## src/rtl/mempool_remote_port_scheduler.sv

```systemverilog
// Shares a tile's remote request ports between its cores. Ports are assigned
// round-robin and pinned to a core until that core's request handshakes.
module mempool_remote_port_scheduler #(
  parameter int unsigned NumCores = 4,
  parameter int unsigned NumPorts = 4,
  parameter int unsigned SelWidth = (NumPorts + 1 > 1) ? $clog2(NumPorts + 1) : 1,
  localparam int unsigned PrioWidth = (NumCores > 1) ? $clog2(NumCores) : 1
) (
  input  logic                               clk_i,
  input  logic                               rst_ni,
  input  logic [NumCores-1:0]                req_valid_i,
  input  logic [NumCores-1:0]                req_local_i,
  input  logic [NumCores-1:0]                req_ready_i,
  output logic [NumCores-1:0]                grant_o,
  output logic [NumCores-1:0][SelWidth-1:0]  tgt_sel_o,
  output logic [NumPorts-1:0]                port_busy_o,
  output logic [PrioWidth-1:0]               priority_o
);

  typedef enum logic {IDLE, HELD} core_state_e;

  core_state_e          state_q     [NumCores];
  logic [SelWidth-1:0]  held_port_q [NumCores];
  logic [PrioWidth-1:0] priority_q, priority_d;

  logic [NumCores-1:0]  is_held, remote_req, hold_active, new_req, new_grant;
  logic [SelWidth-1:0]  new_port [NumCores];
  logic [NumPorts-1:0]  held_mask, free_ports;
  logic                 port_found;
  int unsigned          scan_idx;

  for (genvar gi = 0; gi < NumCores; gi++) begin : g_core
    assign is_held[gi]     = (state_q[gi] == HELD);
    assign remote_req[gi]  = req_valid_i[gi] & ~req_local_i[gi];
    assign hold_active[gi] = is_held[gi] & remote_req[gi];
    assign new_req[gi]     = remote_req[gi] & ~is_held[gi];
    assign grant_o[gi]     = (req_valid_i[gi] & req_local_i[gi]) | hold_active[gi] | new_grant[gi];
    assign tgt_sel_o[gi]   = hold_active[gi] ? held_port_q[gi] :
                             (new_grant[gi] ? new_port[gi] : '0);
  end

  // A HELD core keeps its port reserved for the whole cycle even if it
  // handshakes or drops valid, so released ports only reappear next cycle.
  always_comb begin
    held_mask = '0;
    for (int unsigned c = 0; c < NumCores; c++) begin
      for (int unsigned p = 0; p < NumPorts; p++) begin
        if (is_held[c] && held_port_q[c] == SelWidth'(p + 1)) held_mask[p] = 1'b1;
      end
    end
  end

  always_comb begin
    free_ports = ~held_mask;
    new_grant  = '0;
    priority_d = priority_q;
    port_found = 1'b0;
    scan_idx   = 0;
    for (int unsigned c = 0; c < NumCores; c++) new_port[c] = '0;
    for (int unsigned i = 0; i < NumCores; i++) begin
      scan_idx = i + 32'(priority_q);
      if (scan_idx >= NumCores) scan_idx = scan_idx - NumCores;
      if (new_req[scan_idx]) begin
        port_found = 1'b0;
        for (int unsigned p = 0; p < NumPorts; p++) begin
          if (!port_found && free_ports[p]) begin
            port_found           = 1'b1;
            free_ports[p]        = 1'b0;
            new_port[scan_idx]   = SelWidth'(p + 1);
          end
        end
        if (port_found) begin
          new_grant[scan_idx] = 1'b1;
          priority_d          = PrioWidth'((scan_idx + 1) % NumCores);
        end
      end
    end
  end

  assign port_busy_o = ~free_ports;
  assign priority_o  = priority_q;

  always_ff @(posedge clk_i or negedge rst_ni) begin
    if (!rst_ni) begin
      priority_q <= '0;
      for (int unsigned c = 0; c < NumCores; c++) begin
        state_q[c]     <= IDLE;
        held_port_q[c] <= SelWidth'(1);
      end
    end else begin
      priority_q <= priority_d;
      for (int unsigned c = 0; c < NumCores; c++) begin
        case (state_q[c])
          HELD: begin
            // Handshake, valid drop or a late local flag all end the hold.
            if (!hold_active[c] || req_ready_i[c]) state_q[c] <= IDLE;
          end
          default: begin
            if (new_grant[c] && !req_ready_i[c]) begin
              state_q[c]     <= HELD;
              held_port_q[c] <= new_port[c];
            end
          end
        endcase
      end
    end
  end

endmodule

```

## config.mk

```make
export PLATFORM = sky130hd
export DESIGN_NAME = mempool_remote_port_scheduler
export DESIGN_NICKNAME = d
export VERILOG_FILES = /design/src/rtl/mempool_remote_port_scheduler.sv
export SDC_FILE = /design/constraint.sdc
export NUM_CORES = 1
export LEC_CHECK = 0
export CORE_MARGIN = 1
export CORE_UTILIZATION = 35
export CTS_CLUSTER_SIZE = 16
export DETAILED_ROUTE_END_ITERATION = 16
export HOLD_SLACK_MARGIN = 0.1
export SLEW_MARGIN = 40
export SYNTH_ARGS = -nofsm -noshare
export SYNTH_HDL_FRONTEND = slang
export SYNTH_SLANG_ARGS = --single-unit
```

## constraint.sdc

```tcl
create_clock -name clk_i -period 5.3 [get_ports clk_i]
set_clock_uncertainty 0.2 [all_clocks]
set_input_delay 0.795 -clock clk_i [delete_from_list [all_inputs] [get_ports clk_i]]
set_output_delay 0.795 -clock clk_i [all_outputs]
set_load 0.03 [all_outputs]
```

==> results.md, run 1 <==
* Status: complete, no violations
* Worst R2R Start: priority_o[0]
* Pwr Density at roughly 720 mW/mm^2
* CTS buffer count at 3
* Longest Clk Path Bufs at 2
* Gr usage total at approximately 25%
* R2R cell count at 12
* CP Class: in -> out
* RSZ-0062 raised after global routing: no
* Fmax at approximately 190 MHz
* Die height at 93.3 um
* Hold Crit Class: in -> async
* Slew @ Worst Pin at between 0.7 and 0.8 ns
* Latest clock arrival within the worst-skew pair at between 0.2 and 0.3 ns
* Ys async rst share at 100%
* Final Hold Vio Count at 0
* Main flop type after synthesis: dfrtp_1
* Routed WL at approximately 11 mm
* Commonest non-fill, non-tap cell in the layout: buf_4
* Root Buffer: clkbuf_8
* Setup crit start kind: input port
* DR DRC count at 0
* Area delta synth->final at 23.9%
* Setup WS post-layout at between 0.1 and 0.15 ns
* Switching part of the total power at 55.4%
* FF-to-FF End: held_port_q[4]
* Final core occ at a little under half
* N_diodes at 0
* Antenna violations before repair at 0
* Initial DRC count at ~330
* TNS Setup at 0 ns
* Number of flops mapped to enable cells by yosys at 0
* Seq/Total Area, Yosys at 15.6%
* Most frequent cells in the layout: buf_4 (52), nand2_1 (42), a21oi_1 (33)
* Flop2flop setup slack at roughly 1.5 ns
* Fin cells at between 500 and 600
* Sequential group share of total power at a little over a tenth
* Max-Cap Viols at 0
* Cell-internal power at approximately 1.2 mW
* Post-DR wirelength/cell at between 20 and 25 um
* Routability cong. at approximately 0.99
* Final hold slack at ~0.26 ns
* Number of hold buffers added after cts at 0
* # IOs at 36
* CTS tree: built
* Mapped Nets at 394
* Syn Area/Cell at 7.84 sq um
* Pin count of the biggest net entering global routing at 19
* Tot Pwr at 2.59 mW
* Met3 Use GR at about 3.7%
* Post-route cell area at roughly 0.0036 sq mm
* Placed inst area at around 0.0036 sq mm
* Post-synthesis cell count at about 370
* Critical path origin: req_valid_i[2]
* Final Max Tran Viols at 0
* Clock-pin transition on the worst setup and hold timing paths at roughly 0.08 ns
* # fillers at 772
* Grt met2 use at between 40% and 50%
* Die W at slightly above 90 um
* First-pass DRT Iterations at 5
* Worst setup EP type: output port
* CP endpoint: tgt_sel_o[7]
* Clk network pwr share at about 4%
* Core area at 0.00789 sq mm
* Yosys cell types at 75
* Num Clock Sinks at 18
* Sw Pwr at between 1 and 1.5 mW
* PortBufs at 35
* Crit path max fanout at 10
* Vias post-DR at about 3,400
* Combinational power share at about 85%
* Layer with the highest usage: met2
* Starting Density at between 30% and 40%
* Pleak at 1.42 nW
* Placed insts at between 500 and 600
* YS warnings at 0
* Vias per inst at about 6.4
* Met1 Usage GRT at between 30% and 40%
* Post-placement setup slack at roughly 0.15 ns
* H-tree levels at 1
* Nets at 452
* # setup viols final at 0
* Number of global-route vias before repair at 3,192
* Num rows at 32
* Final ANT Viol Nets at 0
* Storage element area at ~460 sq um
* Maximum VDD drop at 0.286 mV
* Yosys reg bits at 18
* Period utilization at a little over nine tenths
* Post-DP HPWL at approximately 8.4 mm
* Total congestion overflow at 0
* Critical path arrival at around 4.2 ns
* Minimum clock period at between 5 and 6 ns
* Global-route wire length before repair at roughly 17 mm
* Full die area at between 0.008 and 0.009 sq mm
* Worst EP required at about 4.3 ns
* Slew headroom at around half
* Netlist Area Pre-Place at approximately 0.0029 sq mm
* Multi-input logic area at 0.00236 sq mm
* Share of cells above drive strength 1 at 25.9%
==> flip-flops by register name, indices dropped and copies added (netlist names) <==
name         flops
held_port_q     12
is_held          4
priority_o       2
==> kinds of logic (layout without fill, tap and decap cells) <==
group	Yosys count	count (layout)	synth area share [%]
flops	18	18	15.6
xor+xnor	5	5	1.50
compound gates	125	125	29.2
simple gates	155	155	30.8
buf+inv	26	83	4.08
fa+ha+maj	11	11	4.55
mux	32	32	14.2
==> power by group through the flow <==
stage	Clock, mW	Sequential [mW]	Combinational [mW]
after floorplan	0	0.284	1.39
after global placement	0	0.278	2.16
after detailed placement	0	0.284	2.15
after CTS	0.108	0.282	2.16
after global routing	0.114	0.297	2.35
final	0.103	0.283	2.20
==> synth_stat cells, drive strengths merged, types with 5 or more instances <==
| cell | count | area [sq um] |
|---|---|---|
| or2 | 5 | 31.3 |
| and2 | 7 | 43.8 |
| mux4 | 5 | 113 |
| a31oi | 5 | 37.5 |
| clkbuf | 6 | 22.5 |
| dfrtp | 14 | 350 |
| inv | 5 | 18.8 |
| nor4bb | 8 | 80.1 |
| nor3 | 10 | 55.1 |
| nand2 | 42 | 158 |
| a21oi | 33 | 165 |
| nand3 | 13 | 77.6 |
| o211ai | 10 | 80.1 |
| buf | 15 | 77.6 |
| mux2i | 5 | 53.8 |
| a211oi | 5 | 42.5 |
| ha | 8 | 100 |
| mux2 | 22 | 248 |
| nor2 | 33 | 129 |
| a22oi | 9 | 67.6 |
| o21ai | 24 | 124 |
| nand4 | 5 | 31.3 |
| nor4 | 5 | 58.8 |
| o22ai | 6 | 37.5 |
==> routing by layer <==
metal | vias up | wire length (um)
met5 | - | 0
met4 | 0 | 266
met3 | 20 | 875
met2 | 187 | 4820
met1 | 1592 | 4770
li1 | 1579 | -
==> worst max-delay path, cell delays in order <==
cell and delay [ns]:
clkdlybuf4s50_1 0.50, nor3b_1 0.66, mux4_2 0.49, buf_4 0.22, buf_4 0.20, a21oi_1 0.05, or3_1 0.38, o22ai_1 0.23
a22oi_1 0.10, o22ai_1 0.23, mux2_2 0.20, buf_4 0.15
==> worst min-delay path by stage <==
| stage | end | slack (ns) |
|---|---|---|
| 2_1_floorplan | held_port_q[10] | 0.30 |
| 3_3_place_gp | held_port_q[2] | 0.37 |
| 3_5_place_dp | held_port_q[2] | 0.38 |
| 4_1_cts | held_port_q[2] | 0.27 |
| 5_1_grt | held_port_q[1] | 0.29 |
| 6_report | held_port_q[2] | 0.26 |
==> cell type report <==
class	instances	area share, %
Clock buffer	4	1.25
Inverter	5	0.520
Multi-Input combinational cell	328	65.3
Sequential cell	18	12.6
Tap cell	102	3.53
Timing Repair Buffer	74	16.8
==> what timing repair did <==
action	CTS	global route
buffers inserted	0	0
resized for setup	0	1
endpoints found under the setup margin	0	1
Note: power is estimated with default switching activity, not from simulation.
==> inputs of run 2 (changes only) <==
--- a/config.mk
+++ b/config.mk
@@ -5,6 +5,7 @@
 export SDC_FILE = /design/constraint.sdc
 export NUM_CORES = 1
 export LEC_CHECK = 0
+export ABC_CLOCK_PERIOD_IN_PS = 5300
 export CORE_MARGIN = 1
 export CORE_UTILIZATION = 35
 export CTS_CLUSTER_SIZE = 16
==> results of run 2 <==
The final DEF is identical to that of run 1; final timing and power are the same.
